===== src/rtl/btn_pkg.sv =====
// Purpose : shared definitions for the push-button conditioner (state encoding,
//           counter width helper, default timing constants for a 12 MHz clock).
// Latency : n/a (package).
// Backpr. : n/a (package).
package btn_pkg;

    // Auto-repeat state of one button channel.
    typedef enum logic [1:0] {
        RELEASED = 2'd0,
        HOLD     = 2'd1,
        REPEAT   = 2'd2
    } rpt_state_e;

    // Defaults for 12 MHz: 1 ms tick, 20 ms debounce, 500 ms repeat delay,
    // 100 ms repeat period.
    localparam int DEF_TICK_CYCLES        = 12000;
    localparam int DEF_DEBOUNCE_TICKS     = 20;
    localparam int DEF_REPEAT_DELAY_TICKS = 500;
    localparam int DEF_REPEAT_RATE_TICKS  = 100;

    // Bits needed to hold values 0..max_val, never less than one bit.
    function automatic int cnt_width(input int max_val);
        return (max_val < 2) ? 1 : $clog2(max_val + 1);
    endfunction

    function automatic int max_int(input int a, input int b);
        return (a > b) ? a : b;
    endfunction

endpackage


===== src/rtl/btn_channel.sv =====
// Purpose : one button channel: 2-FF synchroniser, tick-based debounce and
//           press/release/step pulse generation (auto-repeat optional).
// Latency : 2 sync cycles + debounce window + 1 output register cycle.
// Backpr. : none; outputs are free-running levels and single-cycle pulses.
//
// Ports   : i_clk/i_reset (async, active high), i_tick (shared timing tick),
//           i_btn (raw pin), o_level (debounced, 1 = pressed), o_press,
//           o_release, o_step (registered one-cycle pulses).
// Config  : BUTTON_AUTOREPEAT_EN enables the HOLD/REPEAT step generator;
//           without it o_step mirrors o_press.
module btn_channel
    import btn_pkg::*;
#(
    parameter bit ACTIVE_LOW         = 1'b1,
`ifdef BUTTON_AUTOREPEAT_EN
    parameter int REPEAT_DELAY_TICKS = DEF_REPEAT_DELAY_TICKS,
    parameter int REPEAT_RATE_TICKS  = DEF_REPEAT_RATE_TICKS,
`endif
    parameter int DEBOUNCE_TICKS     = DEF_DEBOUNCE_TICKS
) (
    input  logic i_clk,
    input  logic i_reset,
    input  logic i_tick,
    input  logic i_btn,
    output logic o_level,
    output logic o_press,
    output logic o_release,
    output logic o_step
);

    localparam int DB_W = cnt_width(DEBOUNCE_TICKS);

    logic [1:0]      sync_q, sync_d;
    logic            sample;
    logic            level_q, level_d;
    logic [DB_W-1:0] db_cnt_q, db_cnt_d;
    logic            acc_press, acc_release;
    logic            press_q, press_d;
    logic            release_q, release_d;
    logic            step_q, step_d;

    // Debounce: any cycle agreeing with the accepted level restarts the
    // window, so only an uninterrupted run of DEBOUNCE_TICKS ticks counts.
    always_comb begin
        sync_d      = {sync_q[0], i_btn};
        sample      = sync_q[1] ^ ACTIVE_LOW;
        level_d     = level_q;
        db_cnt_d    = db_cnt_q;
        acc_press   = 1'b0;
        acc_release = 1'b0;
        if (sample == level_q) begin
            db_cnt_d = '0;
        end else if (i_tick) begin
            if (db_cnt_q == DB_W'(DEBOUNCE_TICKS - 1)) begin
                level_d     = sample;
                db_cnt_d    = '0;
                acc_press   = sample;
                acc_release = ~sample;
            end else begin
                db_cnt_d = db_cnt_q + DB_W'(1);
            end
        end
    end

`ifdef BUTTON_AUTOREPEAT_EN
    localparam int RPT_W = cnt_width(max_int(REPEAT_DELAY_TICKS, REPEAT_RATE_TICKS));

    rpt_state_e       state_q, state_d;
    logic [RPT_W-1:0] rpt_cnt_q, rpt_cnt_d;
    logic [RPT_W-1:0] rpt_last;

    always_comb begin
        state_d   = state_q;
        rpt_cnt_d = rpt_cnt_q;
        press_d   = 1'b0;
        release_d = 1'b0;
        step_d    = 1'b0;
        // HOLD waits for the initial delay, REPEAT for the repeat period.
        rpt_last  = (state_q == HOLD) ? RPT_W'(REPEAT_DELAY_TICKS - 1)
                                      : RPT_W'(REPEAT_RATE_TICKS - 1);
        case (state_q)
            RELEASED: begin
                if (acc_press) begin
                    state_d   = HOLD;
                    press_d   = 1'b1;
                    step_d    = 1'b1;
                    rpt_cnt_d = '0;
                end
            end
            HOLD, REPEAT: begin
                // Release wins over a repeat falling due in the same cycle.
                if (acc_release) begin
                    state_d   = RELEASED;
                    release_d = 1'b1;
                    rpt_cnt_d = '0;
                end else if (i_tick) begin
                    if (rpt_cnt_q == rpt_last) begin
                        state_d   = REPEAT;
                        step_d    = 1'b1;
                        rpt_cnt_d = '0;
                    end else begin
                        rpt_cnt_d = rpt_cnt_q + RPT_W'(1);
                    end
                end
            end
            default: begin
                state_d   = RELEASED;
                rpt_cnt_d = '0;
            end
        endcase
    end

    always_ff @(posedge i_clk or posedge i_reset) begin
        if (i_reset) begin
            state_q   <= RELEASED;
            rpt_cnt_q <= '0;
        end else begin
            state_q   <= state_d;
            rpt_cnt_q <= rpt_cnt_d;
        end
    end
`else
    always_comb begin
        press_d   = acc_press;
        release_d = acc_release;
        step_d    = acc_press;
    end
`endif

    // Synchroniser resets to the idle pin level so reset never looks like a press.
    always_ff @(posedge i_clk or posedge i_reset) begin
        if (i_reset) begin
            sync_q    <= {2{ACTIVE_LOW}};
            level_q   <= 1'b0;
            db_cnt_q  <= '0;
            press_q   <= 1'b0;
            release_q <= 1'b0;
            step_q    <= 1'b0;
        end else begin
            sync_q    <= sync_d;
            level_q   <= level_d;
            db_cnt_q  <= db_cnt_d;
            press_q   <= press_d;
            release_q <= release_d;
            step_q    <= step_d;
        end
    end

    assign o_level   = level_q;
    assign o_press   = press_q;
    assign o_release = release_q;
    assign o_step    = step_q;

endmodule


===== src/rtl/button_conditioner.sv =====
// Purpose : N-channel push-button front end: shared tick prescaler feeding
//           independent synchronise/debounce/repeat channels.
// Latency : 2 sync cycles + (DEBOUNCE_TICKS-1)*TICK_CYCLES+1..DEBOUNCE_TICKS*TICK_CYCLES + 1 cycle.
// Backpr. : none; outputs are levels and single-cycle pulses, never stalled.
//
// Ports   : i_clk, i_reset (async, active high), i_btn[N_BTN] raw pins,
//           o_level/o_press/o_release/o_step[N_BTN] per-channel outputs.
// Config  : define BUTTON_AUTOREPEAT_EN for hold-to-repeat steps; otherwise
//           o_step equals o_press and the REPEAT_* parameters are unused.
module button_conditioner
    import btn_pkg::*;
#(
    parameter int N_BTN              = 5,
    parameter int TICK_CYCLES        = DEF_TICK_CYCLES,
    parameter int DEBOUNCE_TICKS     = DEF_DEBOUNCE_TICKS,
    parameter int REPEAT_DELAY_TICKS = DEF_REPEAT_DELAY_TICKS,
    parameter int REPEAT_RATE_TICKS  = DEF_REPEAT_RATE_TICKS,
    parameter bit ACTIVE_LOW         = 1'b1
) (
    input  logic             i_clk,
    input  logic             i_reset,
    input  logic [N_BTN-1:0] i_btn,
    output logic [N_BTN-1:0] o_level,
    output logic [N_BTN-1:0] o_press,
    output logic [N_BTN-1:0] o_release,
    output logic [N_BTN-1:0] o_step
);

    // A zero-length tick, window or period has no meaningful behaviour.
    if (N_BTN < 1 || TICK_CYCLES < 1 || DEBOUNCE_TICKS < 1 ||
        REPEAT_DELAY_TICKS < 1 || REPEAT_RATE_TICKS < 1) begin : g_bad_params
        $error("button_conditioner: all parameters must be >= 1");
    end

    localparam int TICK_W = cnt_width(TICK_CYCLES - 1);

    logic [TICK_W-1:0] tick_cnt_q, tick_cnt_d;
    logic              tick;

    // Shared prescaler: one tick cycle per TICK_CYCLES clocks, at the wrap.
    always_comb begin
        tick       = (tick_cnt_q == TICK_W'(TICK_CYCLES - 1));
        tick_cnt_d = tick ? '0 : tick_cnt_q + TICK_W'(1);
    end

    always_ff @(posedge i_clk or posedge i_reset) begin
        if (i_reset) begin
            tick_cnt_q <= '0;
        end else begin
            tick_cnt_q <= tick_cnt_d;
        end
    end

    for (genvar g = 0; g < N_BTN; g++) begin : g_chan
        btn_channel #(
            .ACTIVE_LOW        (ACTIVE_LOW),
`ifdef BUTTON_AUTOREPEAT_EN
            .REPEAT_DELAY_TICKS(REPEAT_DELAY_TICKS),
            .REPEAT_RATE_TICKS (REPEAT_RATE_TICKS),
`endif
            .DEBOUNCE_TICKS    (DEBOUNCE_TICKS)
        ) u_chan (
            .i_clk    (i_clk),
            .i_reset  (i_reset),
            .i_tick   (tick),
            .i_btn    (i_btn[g]),
            .o_level  (o_level[g]),
            .o_press  (o_press[g]),
            .o_release(o_release[g]),
            .o_step   (o_step[g])
        );
    end

endmodule

===== config.mk =====
export PLATFORM = sky130hd
export DESIGN_NAME = button_conditioner
export DESIGN_NICKNAME = d
export VERILOG_FILES = /design/src/rtl/btn_pkg.sv /design/src/rtl/btn_channel.sv /design/src/rtl/button_conditioner.sv
export SDC_FILE = /design/constraint.sdc
export NUM_CORES = 1
export LEC_CHECK = 0
export CAP_MARGIN = 20
export CELL_PAD_IN_SITES_DETAIL_PLACEMENT = 2
export CELL_PAD_IN_SITES_GLOBAL_PLACEMENT = 2
export CORE_MARGIN = 3
export CORE_UTILIZATION = 25
export DETAILED_ROUTE_END_ITERATION = 10
export GPL_TIMING_DRIVEN = 0
export HOLD_SLACK_MARGIN = 0.03
export PLACE_DENSITY_LB_ADDON = 0.1
export SLEW_MARGIN = 0
export SYNTH_ARGS = -nofsm -noshare
export SYNTH_HDL_FRONTEND = slang
export SYNTH_SLANG_ARGS = --single-unit

===== constraint.sdc =====
create_clock -name i_clk -period 2.1 [get_ports i_clk]
set_clock_uncertainty 0.05 [all_clocks]
set_input_delay 0.315 -clock i_clk [delete_from_list [all_inputs] [get_ports i_clk]]
set_output_delay 0.315 -clock i_clk [all_outputs]
set_load 0.1 [all_outputs]

Word level (Yosys, flattened, before mapping)
Cells that the tools add are included.

Flip-flop bits (word level): 64. Word-level logic and storage cells: 109. Output and inout port bits: 20. Input bits: 7.

Bitwise logic cells: 10. Reduce and logical (&&, ||, !) cells: 10. Eq/ne operators: 11. Add/subtract/negate cells: 6. Multiplexer cells: 46.

Operator list (count): 5-bit two-way mux (15); 1-bit two-way mux (30); 5-bit by 1-bit adder with 5-bit output (second input constant) (5); 5-bit == test (second input constant) (5); 3-bit AND reduction (5); 14-bit by 1-bit adder with 14-bit output (second input constant) (1); 14-bit == test (second input constant) (1); 14-bit two-way mux (1); 1-bit inverter (10); 2-bit nonzero test (5); 1-bit == test (5).

Depth between registers and ports, before layout
Gate-level depths: netlist of the first run.

Depth in word-level cells: 4. Depth in mapped cells: 8. Gate-level depth less buffers: 5.

By module
From an unflattened synthesis of the first run, not the netlist that was laid out.

Cells, all modules: 271. Area total of the unflattened synthesis: 3022.9 sq um.

By module, submodules not included: btn_channel (cells each 40, area an instance 461.7 sq um, times used 5); button_conditioner (cells each 71, area an instance 714.4 sq um, times used 1).

Least setup slack after synthesis of the first run
Ideal clock, no wire load.

Path kind: register to register. From: reg tick_cnt_q[0]. To: reg tick_cnt_q[1]. Period minus slack after synthesis: 2.102 ns. Data required time: 1.931 ns. Slack: -0.002 ns. Data arrival time: 1.933 ns. Stages on the path, launching flop included: 8. Path through: dfrtp_1 > ha_1 > nand4_2 > or4_4 > buf_6 > buf_2 > buf_2 > and2_1.

Word-level cells in the longest chain between the ends: 2.

Ends and longest elaborated chain: start, declared (RTL line button_conditioner.sv:37) `logic [TICK_W-1:0] tick_cnt_q, tick_cnt_d;`; start signal, assigned (RTL line button_conditioner.sv:50) `tick_cnt_q <= tick_cnt_d;`; 14-bit by 1-bit adder with 14-bit output / 14-bit == test (equally long branches) (RTL line button_conditioner.sv:43, button_conditioner.sv:42); 14-bit two-way mux (*) (RTL line button_conditioner.sv:43) `tick_cnt_d = tick ? '0 : tick_cnt_q + TICK_W'(1);`; named net tick_cnt_d[1] (RTL line button_conditioner.sv:37).

The timed path passes the listed nets; every way through them passes the cells marked *. A chain may end at the register's enable or synchronous reset.

Worst setup path in the final report of the first run
From: reg tick_cnt_q[5]. To: reg g_chan[2].u_chan.db_cnt_q[0].

Word-level cells in the longest chain between the ends: 2.

Ends and longest elaborated chain: 14-bit == test (RTL line button_conditioner.sv:42) `tick = (tick_cnt_q == TICK_W'(TICK_CYCLES - 1));`; 2-bit nonzero test (no source line); end signal, assigned (RTL line btn_channel.sv:142) `db_cnt_q <= db_cnt_d;`; end, declared (RTL line btn_channel.sv:36) `logic [DB_W-1:0] db_cnt_q, db_cnt_d;`.

Every way passes these cells.

==> results by group, run 1 <==
Min path
  – Hold Crit Class: flop to flop
  – Hold Path End: g_chan[4].u_chan.sync_q[1]$_DFF_PP1_
  – Worst Hold Launch: g_chan[4].u_chan.sync_q[0]$_DFF_PP1_
  – Hold Path Cell Cnt: 0

Power
  – Total power: 2.75 mW
  – Pwr Density: 664 nW/um^2
  – Leak: 1.84 nW
  – VDD IR max: 0.453 mV

Synth
  – Async set or reset register ratio after synthesis: 100%
  – Synth warnings: 0
  – Seq/Total Area, Yosys: 53.1%
  – Synth area leaders: dfrtp_1 (44%), dfstp_2 (8.6%), buf_4 (4.9%)
  – Count of cell types in the netlist: 30
  – Syn_nets: 310
  – EDFF count, synth: 0
  – Top-count cell post-synth: dfrtp_1
  – Yosys top cell by area: dfrtp_1
  – Synth Area per Inst: 10.3 um^2
  – Post-synth top cells: dfrtp_1 (54), nand2_1 (33), nor2_1 (23), a21oi_1 (22), buf_4 (20)
  – Top_reg_cell synth: dfrtp_1
  – Post-Synthesis Cells: 296
  – Share of the synthesized area in the top cell type: 44.5%
  – Cell area after synthesis: 3040 um^2
  – Yosys reg bits: 64

Routing
  – WL final: 7710 um
  – Top layer in use: met4
  – Vias after detailed routing: 2,336
  – Via/cell ratio: 4.68
  – Detailed-routed wire length on met3: 228 um
  – Post-route ant nets: 0
  – Pre-antenna DRT Iters: 4
  – Drc violations: 0
  – Starting DRT DRC Count: 90
  – Metal-1 WL: 3750 um
  – Wire length on met2: 3610 um
  – Routed wire per std cell: 15.4 um

Job
  – Max-cap check violation count: 0

Layout
  – ANT cells: 0
  – Layout cell share with drive strength beyond 1: 30.9%
  – Fillcell total: 1,288
  – Area Overhead vs Synth: 36.0%
  – Multi-input gate area: 1390 um^2
  – Register area: 1620 um^2
  – Design area: 4130 um^2
  – Post-Layout Cell Count: 499
  – Final Util: 35.4%
  – Layout Nets: 365

Worst setup path
  – Max FO, Critical Path: 6
  – CP delay by family, top: simple AND/OR/NAND/NOR gates
  – Type of origin of the critical path: flop
  – CP cell instances: nand4bb_1 -> buf_6 -> or4_4 -> buf_8 -> or3_4 -> a21oi_2
  – RR Startpoint: tick_cnt_q[5]$_DFF_PP0_
  – Crit Reg-Reg Endpoint: g_chan[2].u_chan.db_cnt_q[0]$_DFFE_PP0P_
  – Crit-path max cell delay: 560 ps
  – Arrival time at the worst endpoint: 2300 ps
  – Slowest cell on the critical path: or4_4
  – CP startpoint: tick_cnt_q[5]$_DFF_PP0_
  – CP Class: flop to flop
  – Data required, critical path: 2310 ps
  – CP Capture Type: flop
  – Buffers plus inverters on the worst setup path: 2
  – R2r setup slk: 7 ps
  – R2R cell count: 6

CTS
  – # hold bufs at CTS: 0
  – Root Buffer: clkbuf_16
  – Total CTS buffers: 9
  – Clk sink count: 64
  – CTS tree: done
  – H-tree Lvls: 3
  – Reg clk slew, reported paths: 50 ps
  – Bufs on Longest Clock Path: 2
  – Clk_lat worst skew: 330 ps

Floorplan
  – Core area: 11,700 um^2
  – Die width: 116 um
  – Rows: 39
  – Io pins: 27
  – Full die area: 13,500 um^2
  – Starting density of the core: 26.1%
  – Overall die height: 116 um

Global routing
  – Largest net degree at the start of global routing: 65
  – Number of global-route vias before repair: 2,430
  – GRT overflow: 0
  – All-Layer GR Usage: 12.4%
  – Initial antenna violation count: 0
  – First-pass GRT wire length: 12,800 um

STA
  – Final worst setup slack: 7.41 ps
  – Worst slew margin: 36.5%
  – RSZ-0062 raised after global routing: true
  – Hold slack: 299 ps
  – Fmax: 478 MHz
  – Pins Over Slew Limit: 0
  – Setup Total Neg Slack: 0 ps
  – Post-route minimum period: 2090 ps
  – Final setup violation count: 0
  – Final clock period utilization by the worst path: 99.6%
  – Slew at the pin with the worst max-slew slack: 957 ps
  – Hold Fails Final Rpt: 0

Placement
  – DP Area: 3500 um^2
  – Port Buf Inserts: 26
  – Placed cell count: 465
  – DP Worst Slack: -485 ps
  – Final Wtd Congestion: 0.666
  – DP Wirelength: 4840 um

Outcome
  – Outcome: completed
## cell families (layout without fill, tap and decap cells)
kind of cell             count (synthesis)  in the layout  synth area share [%]
AND/OR/NAND/NOR                        131            131                  23.4
XOR/XNOR                                14             14                  4.03
flip-flops                              64             64                  53.1
AO/OA/AOI/OAI                           37             37                  6.34
buffers and inverters                   33             93                  6.92
multiplexers                            10             10                  3.29
adder cells (fa/ha/maj)                  7              7                  2.88
## metal layers
| layer | GRT usage (%) | vias to the layer above |
|---|---|---|
| li1 | - | 1123 |
| met1 | 16.1 | 1181 |
| met2 | 19.1 | 23 |
| met3 | 4.20 | 9 |
| met4 | 4.87 | 0 |
| met5 | 0 | - |
## report_power, final
group / total [mW] / switching (mW) / internal, mW
registers: 1.26 / 0.00694 / 1.25
clock network: 1.44 / 0.525 / 0.912
logic: 0.0486 / 0.0358 / 0.0128
total: 2.75 / 0.568 / 2.18
## layout by cell type, fill, tap and decap left out, types with 9 or more instances in the layout
master | Yosys | routed
a21oi_1 | 22 | 13
a21oi_2 | 0 | 9
buf_4 | 20 | 36
clkbuf_16 | 0 | 12
dfrtp_1 | 54 | 50
dfstp_2 | 10 | 10
dlygate4sd2_1 | 0 | 15
mux2i_1 | 10 | 10
nand2_1 | 33 | 26
nand3_1 | 11 | 11
nand3b_1 | 18 | 18
nor2_1 | 23 | 23
xor2_1 | 9 | 9
## how the worst max path moves through the flow
stage | to | depth (start not counted)
after floorplan | tick_cnt_q[1]$_DFF_PP0_ | 7
after CTS | g_chan[0].u_chan.db_cnt_q[4]$_DFFE_PP0P_ | 5
after global routing | g_chan[2].u_chan.db_cnt_q[0]$_DFFE_PP0P_ | 6
after detailed placement | g_chan[0].u_chan.db_cnt_q[1]$_DFFE_PP0P_ | 6
after global placement | tick_cnt_q[10]$_DFF_PP0_ | 2
final | g_chan[2].u_chan.db_cnt_q[0]$_DFFE_PP0P_ | 6
## registers in the layout (all words and copies together) (netlist names)
signal / flops
g_chan.u_chan.o_press: 5
g_chan.u_chan.o_release: 5
g_chan.u_chan.db_cnt_q: 25
g_chan.u_chan.o_level: 5
tick_cnt_q: 14
g_chan.u_chan.sync_q: 10
## layout make-up
type / instances / area share (%)
clock buffers: 12 / 5.72
inverters: 6 / 0.606
clock inverters: 4 / 1.09
multi-input cells: 199 / 33.6
well taps: 143 / 4.33
flip-flops and latches: 64 / 39.2
repair buffers: 45 / 10.1
plain buffers: 26 / 5.36
## repair_timing
| item | 4_1_cts | 5_1_grt |
|---|---|---|
| pin swaps | 0 | 13 |
| setup buffers | 4 | 12 |
| endpoints found under the setup margin | 66 | 38 |
| cloned | 0 | 3 |
| resized for setup | 38 | 47 |
Note: power is estimated with default switching activity, not from simulation.
==> run 2, diff against run 1 <==
- CTS_BUF_LIST: default -> sky130_fd_sc_hd__clkbuf_4 sky130_fd_sc_hd__clkbuf_8
- SKIP_CTS_REPAIR_TIMING: default -> 1
==> results by group, run 2 (synthesis results as in run 1) <==
Outcome
  – Outcome: finished, violations left
  – Failing checks: negative setup slack

Power
  – Pwr Density: 573 nW/um^2 (-14%)
  – Sequential Power Share: 53.1% (+7.2 points)
  – Clock power frac: 44.8% (-7.6 points)
  – Int Pwr: 1.85 mW (-15%)
  – NetSw: 521 uW (-8.3%)
  – Sw Ratio: 22.0% (+1.3 points)
  – Gate power share: 2.1% (+0.3 points)
  – VDD IR max: 0.383 mV (-16%)
  – Leak: 2.06 nW (+12%)

STA
  – RSZ-0062 raised after global routing: true
  – Fmax: 463 MHz (-3.2%)
  – Final clock period utilization by the worst path: 103% (+3.3 points)
  – Final setup violation count: 11 (+11)
  – Pins Over Slew Limit: 0 (unchanged)
  – Hold slack: 300 ps (+1.61 ps)
  – Slew at the pin with the worst max-slew slack: 971 ps (+14.2 ps)
  – Final worst setup slack: -61.3 ps (-68.7 ps)
  – Worst slew margin: 35.2% (-1.3 points)
  – Post-route minimum period: 2160 ps (+68.7 ps)
  – Setup Total Neg Slack: -308 ps (-308 ps)
  – Hold Fails Final Rpt: 0 (unchanged)

Global routing
  – GRT overflow: 0 (unchanged)
  – Number of global-route vias before repair: 2,403 (-1.1%)
  – All-Layer GR Usage: 12.1% (-0.36 points)
  – First-pass GRT wire length: 12,500 um (-2.1%)
  – Largest net degree at the start of global routing: 65 (unchanged)
  – Initial antenna violation count: 0 (unchanged)

Layout
  – Commonest non-fill, non-tap cell in the layout: dfrtp_1
  – Max FFs per register: 25 (unchanged)
  – Post-Layout Cell Count: 495 (-0.80%)
  – Layout Nets: 361 (-1.1%)
  – Largest regs: g_chan.u_chan.db_cnt_q: 25 flops, tick_cnt_q: 14 flops, g_chan.u_chan.sync_q: 10 flops
  – ANT cells: 0 (unchanged)
  – Most flops, register: g_chan.u_chan.db_cnt_q
  – Area Overhead vs Synth: 35.8%
  – Layout cell share with drive strength beyond 1: 31.3% (+0.35 points)
  – Most frequent cells in the layout: dfrtp_1 (52), buf_4 (33), nand2_1 (24)

Placement
  – DP Worst Slack: -485 ps (unchanged)
  – Placed cell count: 465 (unchanged)
  – Port Buf Inserts: 26 (unchanged)
  – DP Wirelength: 4840 um (unchanged)
  – Final Wtd Congestion: 0.666 (unchanged)

Worst setup path
  – Max FO, Critical Path: 6 (unchanged)
  – RR Startpoint: tick_cnt_q[5]$_DFF_PP0_
  – Type of origin of the critical path: flop
  – CP Class: flop to flop
  – Data required, critical path: 2330 ps (+20 ps)
  – CP Capture Type: flop
  – R2R cell count: 6 (unchanged)
  – R2r setup slk: -60 ps (-70 ps)
  – Arrival time at the worst endpoint: 2390 ps (+90 ps)
  – Crit Reg-Reg Endpoint: g_chan[2].u_chan.db_cnt_q[0]$_DFFE_PP0P_

CTS
  – CTS tree: done
  – Clk_lat worst skew: 350 ps (+20 ps)
  – Clk sink count: 64 (unchanged)
  – H-tree Lvls: 3 (unchanged)
  – Bufs on Longest Clock Path: 2 (unchanged)
  – Reg clk slew, reported paths: 70 ps (+20 ps)
  – Root Buffer: clkbuf_8
  – Total CTS buffers: 9 (unchanged)

Floorplan
  – Die width: 116 um (unchanged)
  – Overall die height: 116 um (unchanged)
  – Rows: 39 (unchanged)
  – Core area: 11,700 um^2 (unchanged)
  – Io pins: 27 (unchanged)
  – Full die area: 13,500 um^2 (unchanged)
  – Starting density of the core: 26.1% (unchanged)

Routing
  – Vias after detailed routing: 2,324 (-0.51%)
  – WL final: 7650 um (-0.71%)
  – Starting DRT DRC Count: 83 (-7.8%)
  – Routed wire per std cell: 15.5 um (about the same)
  – Via/cell ratio: 4.69 (+0.29%)
  – Pre-antenna DRT Iters: 4 (unchanged)
  – Drc violations: 0 (unchanged)
  – Post-route ant nets: 0 (unchanged)

Min path
  – Hold Crit Class: flop to flop
  – Worst Hold Launch: g_chan[4].u_chan.sync_q[0]$_DFF_PP1_
  – Hold Path End: g_chan[4].u_chan.sync_q[1]$_DFF_PP1_
  – Hold Path Cell Cnt: 0 (unchanged)

Job
  – Max-cap check violation count: 0 (unchanged)
run 2: cell types whose count changed in the layout (fill, tap and decap cells not counted), moves of 6 or more:
cell,delta
clkbuf_16,-10
clkbuf_8,+9
dlygate4sd2_1,-15
dlymetal6s2s_1,+20
nand2_4,+6
o21ai_2,+7
run 2: worst max-delay path, cell delays in order (launching register included):
cell and delay [ps]:
dfrtp_1 420, nand4bb_1 220, buf_6 150, buf_6 120, or4_4 590, or3_4 400
a21oi_2 140
run 2: metal layers:
layer | vias to the layer above | global-route usage, % | share of wire [%]
met5 | - | 0 | 0
met4 | 0 | 4.41 | 1.7
met3 | 9 | 4.04 | 2.7
met2 | 20 | 18.6 | 46
met1 | 1175 | 15.8 | 49
li1 | 1120 | - | -
run 2: metrics by stage:
step / total power, mW / area (um^2) / utilization, %
after floorplan: 1.30 / 3050 / -
after CTS: 2.42 / 3690 / 31.6
after global placement: 1.33 / 3490 / 29.9
after detailed placement: 1.33 / 3500 / 30.0
after global routing: 2.49 / 4130 / 35.4
final: 2.37 / 4130 / 35.4
run 2: final cells by class:
class / instances / area (um^2)
Sequential cell: 64 / 1620
Inverter: 6 / 25.0
Multi-Input combinational cell: 200 / 1440
Fill cell: 1274 / 7540
Timing Repair Buffer: 41 / 462
Clock inverter: 4 / 45.0
Buffer: 25 / 214
Clock buffer: 12 / 146
Tap cell: 143 / 179
run 2: worst max path at each step:
stage                       startpoint                                        to
5_1_grt        tick_cnt_q[0]$_DFF_PP0_  g_chan[2].u_chan.db_cnt_q[4]$_DFFE_PP0P_
6_report       tick_cnt_q[5]$_DFF_PP0_  g_chan[2].u_chan.db_cnt_q[0]$_DFFE_PP0P_
2_1_floorplan  tick_cnt_q[0]$_DFF_PP0_                   tick_cnt_q[1]$_DFF_PP0_
4_1_cts        tick_cnt_q[0]$_DFF_PP0_  g_chan[0].u_chan.db_cnt_q[1]$_DFFE_PP0P_
3_5_place_dp   tick_cnt_q[0]$_DFF_PP0_  g_chan[0].u_chan.db_cnt_q[1]$_DFFE_PP0P_
3_3_place_gp                   i_reset                  tick_cnt_q[10]$_DFF_PP0_
run 2: power groups by stage:
stage	logic, mW	registers (mW)	clock network (mW)
floorplan	0.0253	1.28	0
global placement	0.0510	1.28	0
detailed placement	0.0510	1.28	0
CTS	0.0514	1.26	1.12
global route	0.0580	1.26	1.17
finish	0.0491	1.26	1.06
==> patch 1 (config.mk and constraints of run 1) <==
Change the package constant `DEF_DEBOUNCE_TICKS` from 20 to 40.
--- a/src/rtl/btn_pkg.sv
+++ b/src/rtl/btn_pkg.sv
@@ -15,5 +15,5 @@
     // 100 ms repeat period.
     localparam int DEF_TICK_CYCLES        = 12000;
-    localparam int DEF_DEBOUNCE_TICKS     = 20;
+    localparam int DEF_DEBOUNCE_TICKS     = 40;
     localparam int DEF_REPEAT_DELAY_TICKS = 500;
     localparam int DEF_REPEAT_RATE_TICKS  = 100;
Formal check against the unedited RTL: no difference found for any inputs over 10 cycles, from zero or initial values and one cycle with i_reset high; that may be too few to reach the edited logic, so the function may still have changed.
==> patch 1 against run 1 <==
  * The run now ends with negative setup slack left
  * Sequential cell count grew 5
  * Sequential power up 8%
  * Hold slack got worse by 0.081 ns
  * Area after synthesis rose by 5.6%
  * Wire length grew 16%
  * Final area rose by 12%
  * Worst setup slack worse by 0.21 ns
  * Largest cell class unchanged
  * Power rose by 11%
==> patch 1: results (changes against run 1) <==
[status]
status=complete, but fails checks
violations=negative setup slack

[drt]
first_pass_iters=4  ; unchanged
wl_per_cell_um=16.5  ; +7.0%
drt_iter0_drc=78  ; -13%
wl_met1_um=4050  ; +8.2%
wl_met3_um=300  ; +32%
dr_wl_met2_um=4470  ; +24%
vias=2563  ; +9.7%
top_layer=met4

[placed_design]
dp.cells=506  ; +8.8%
gp_congestion=0.703  ; +5.6%
dp_hpwl_um=5560  ; +15%
placed_cell_area_sq_um=3720  ; +6.5%
pre_cts_slack_ns=-0.664  ; -0.179 ns

[worst_hold_path]
min_path_type=in2async

[setup_path]
critPathSlowestCell=or4b_4
crit_fanout=7  ; +1
critPathMaxStageDelay_ns=0.53  ; -0.03 ns
worstPathArrival_ns=2.52  ; +0.22 ns
cp_top_family=simple AND/OR/NAND/NOR gates

[sta]
fin_ws_ns=-0.201  ; -0.209 ns
setup_viol=38  ; +38
worstMarginPinSlew_ns=0.961  ; +0.00446 ns

[global_route]
grt_use_total=0.128  ; +0.00414
grt_pass1_vias=2664  ; +9.6%
grt_max_degree=54  ; -17%
grt_util_met2=0.208  ; +0.0166
met1_usage=0.162  ; +0.000480
grt_pass1_wl_um=14400  ; +13%
use_met3=0.0446  ; +0.00267

[logic_synthesis]
yosysSeqAreaShare=0.542  ; +0.0108
ys_warn_count=0  ; unchanged
synthTopCellsByCount=59 x dfrtp_1, 33 x nand2_1, 26 x a21oi_1
ys_types=37  ; +23%
synth_area_leaders=dfrtp_1 46%, dfstp_2 8.2%, buf_4 4.7%
syn-instance-count=310  ; +4.7%
syn_nets=324  ; +4.5%

[clock_network]
post_cts_resized=64  ; +68%
post_cts_buffers=4  ; unchanged

[layout]
top_regs=g_chan.u_chan.db_cnt_q (30), tick_cnt_q (14), g_chan.u_chan.sync_q (10)
final_cells=540  ; +8.2%
nFillCells=1277  ; -0.85%
nNetsFinal=381  ; +4.4%
drive_above_1_share=0.390  ; +0.0808

[pwr]
p_per_area_nw_per_um2=660  ; -0.68%
pg_clk_mw=1.62  ; +12%
irDropWorstVdd_mv=0.338  ; -25%
swShare=0.200  ; -0.00699
seq_power_share=0.446  ; -0.013
p_leak_nw=1.97  ; +7.3%

-- patch 1: cell count changes in the layout (fill, tap and decap cells not counted), moves of 7 or more --
cell	run 1	this run
nand3b_1	18	5
o21ai_2	0	12
mux2i_1	10	1
dfrtp_1	50	58
nand3_1	11	18
nor3_1	8	1
-- patch 1: final cells by class --
class	count	area, sq um	share of cell area
Sequential cell	69	1740	0.377
Multi-Input combinational cell	212	1560	0.337
Timing Repair Buffer	46	499	0.108
Buffer	28	289	0.0625
Clock buffer	12	246	0.0533
Tap cell	168	210	0.0455
Clock inverter	4	72.6	0.0157
Inverter	1	6.26	0.00135
-- patch 1: final timing paths --
path,end,from,slack (ns),cells past startpoint
worst max-delay path,g_chan[0].u_chan.db_cnt_q[4]$_DFFE_PP0P_,tick_cnt_q[5]$_DFF_PP0_,-0.20,6
min in group i_clk,g_chan[3].u_chan.sync_q[1]$_DFF_PP1_,g_chan[3].u_chan.sync_q[0]$_DFF_PP1_,0.30,0
max in group asynchronous,g_chan[1].u_chan.sync_q[0]$_DFF_PP1_,i_reset,1.19,3
worst min-delay path,tick_cnt_q[9]$_DFF_PP0_,i_reset,0.22,2
worst max register to register,g_chan[0].u_chan.db_cnt_q[4]$_DFFE_PP0P_,tick_cnt_q[5]$_DFF_PP0_,-0.20,6
worst min register to register,g_chan[3].u_chan.sync_q[1]$_DFF_PP1_,g_chan[3].u_chan.sync_q[0]$_DFF_PP1_,0.30,0
-- patch 1: cell families (layout without fill, tap and decap cells) --
group	Yosys count	count (layout)	share of synthesized area
and+or+nand+nor	121	121	0.197
DFF	69	69	0.542
AOI/OAI and AO/OA	65	65	0.119
buffers and inverters	29	91	0.0628
xor gates and xnor gates	18	18	0.0491
adders and majority gates	7	7	0.0273
muxes	1	1	0.00312
==> patch 2 (config.mk and constraints of run 1) <==
Without the edit above. Add an input register stage for `i_btn`, without a reset; this delays it by one clock.
--- a/src/rtl/button_conditioner.sv
+++ b/src/rtl/button_conditioner.sv
@@ -26,4 +26,10 @@
     output logic [N_BTN-1:0] o_step
 );
+
+    logic [N_BTN-1:0] i_btn_q;
+
+    always_ff @(posedge i_clk) begin
+        i_btn_q <= i_btn;
+    end
 
     // A zero-length tick, window or period has no meaningful behaviour.
@@ -64,5 +70,5 @@
             .i_reset  (i_reset),
             .i_tick   (tick),
-            .i_btn    (i_btn[g]),
+            .i_btn    (i_btn_q[g]),
             .o_level  (o_level[g]),
             .o_press  (o_press[g]),
Check against the original RTL: same outputs for any inputs over 10 cycles, from zero or initial values and one cycle with i_reset high; that may be too few to reach the edited logic, so the function may still have changed.
==> patch 2 against run 1 <==
  * Final area is 0.73% lower
  * Die area increased by 2.9%
  * Area after synthesis is 3.0% higher
  * Final cell count up 3.8%
  * Via count decreased by 0.43%
  * Wire length shrank 3.4%
  * Critical endpoint unchanged
  * Power up 15%
  * Fmax is 3.3% higher
  * Worst setup slack gained 0.066 ns
  * Sequential cell count rose by 5
  * Critical path type unchanged
==> patch 2: results (changes against run 1) <==
[sta]
whs_ns=0.244  ; -0.0548 ns
worstMarginPinSlew_ns=0.959  ; +0.00237 ns

[clock_network]
post_cts_buffers=5  ; +1
post_cts_resized=41  ; +7.9%
ctsRootBufferMaster=clkbuf_16
cts.sinks=69  ; +7.8%

[placed_design]
gp_congestion=0.693  ; +4.0%
pre_cts_slack_ns=-0.548  ; -0.0631 ns
dp_hpwl_um=4850  ; +0.12%
dp.cells=495  ; +6.5%
placed_cell_area_sq_um=3610  ; +3.3%

[layout]
n_all_buffers=60  ; -15%
nFillCells=1343  ; +4.3%
buf_share=0.117  ; -0.0373
multi_input_area_share=0.324  ; -0.0128
seq_area_sq_um=1720  ; +6.3%
nNetsFinal=359  ; -1.6%
top_regs=g_chan.u_chan.db_cnt_q (25), tick_cnt_q (14), g_chan.u_chan.sync_q (10)
comb.multi_input.count=200  ; +0.50%
finish.utilization=0.339  ; -0.0156
drive_above_1_share=0.257  ; -0.0518
inv_count=5  ; -1
clkCellAreaFrac=0.0833  ; +0.0151
nClkBuffers=12  ; unchanged

[pwr]
combPwrFrac=0.015  ; -0.003
pg_clk_mw=1.75  ; +22%
swShare=0.190  ; -0.0166
irDropWorstVdd_mv=0.394  ; -13%
p_per_area_nw_per_um2=769  ; +16%
p_leak_nw=1.80  ; -2.1%

[worst_hold_path]
min_to=g_chan[1].u_chan.sync_q[0]$_DFF_PP1_
hp-start=i_btn_q[1]$_DFF_P_

[status]
status=complete, no violations

[logic_synthesis]
async_reset_ff_frac=0.928  ; -0.0725
ys_warn_count=0  ; unchanged
ys_types=32  ; +6.7%
syn_nets=314  ; +1.3%
yosysSeqAreaShare=0.548  ; +0.0165
syn-instance-count=300  ; +1.4%
synth_area_leaders=dfrtp_1 43%, dfstp_2 8.4%, buf_4 4.8%

[global_route]
grt_pass1_wl_um=12900  ; +0.81%
grt_pass1_vias=2473  ; +1.8%
grt_use_total=0.117  ; -0.00746

[setup_path]
r2r_setup_slack_ns=0.07  ; +0.07 ns
crit_fanout=10  ; +4
critPathSlowestCell=or4_4
r2r-end=g_chan[2].u_chan.db_cnt_q[0]$_DFFE_PP0P_
worstPathArrival_ns=2.24  ; -0.06 ns
r2r-start=tick_cnt_q[12]$_DFF_PP0_

[drt]
first_pass_iters=3  ; -1
wl_um=7440  ; -3.4%
drt_iter0_drc=86  ; -4.4%

patch 2: cell types whose count changed in the layout (fill, tap and decap cells not counted), moves of 4 or more:
cell / run 1 / this run
nand2_1: 26 / 38
nand3b_1: 18 / 10
buf_4: 36 / 29
nand2_2: 7 / 0
nor2_1: 23 / 30
dfxtp_1: 0 / 5
nand2b_1: 5 / 0
o21ai_0: 5 / 10
mux2i_1: 10 / 14
o21ai_1: 4 / 0
patch 2: cell families (layout without fill, tap and decap cells):
family                   Yosys count  after routing  share of synthesized area
buffers and inverters             31             81                     0.0623
XOR/XNOR                          14             14                     0.0392
adder cells (fa/ha/maj)            7              7                     0.0280
multiplexers                      14             14                     0.0448
flip-flops                        69             69                      0.548
AO/OA/AOI/OAI                     33             33                     0.0560
AND/OR/NAND/NOR                  132            132                      0.222
patch 2: routing by layer:
layer	track usage	vias to the layer above	routed length, um
met4	0.0374	0	104
met1	0.145	1185	3490
met3	0.0437	10	236
met2	0.188	19	3610
met5	0	-	0
li1	-	1112	-
patch 2: how the worst max path moves through the flow:
stage | startpoint | end | slack [ns]
after global routing | tick_cnt_q[1]$_DFF_PP0_ | g_chan[4].u_chan.db_cnt_q[4]$_DFFE_PP0P_ | -0.04
after detailed placement | tick_cnt_q[0]$_DFF_PP0_ | tick_cnt_q[1]$_DFF_PP0_ | -0.55
after CTS | g_chan[0].u_chan.o_level$_DFFE_PP0P_ | o_level[0] | 0.01
final | tick_cnt_q[12]$_DFF_PP0_ | g_chan[2].u_chan.db_cnt_q[0]$_DFFE_PP0P_ | 0.07
after global placement | i_reset | tick_cnt_q[9]$_DFF_PP0_ | -1.33
after floorplan | tick_cnt_q[0]$_DFF_PP0_ | g_chan[0].u_chan.db_cnt_q[0]$_DFFE_PP0P_ | 0.05
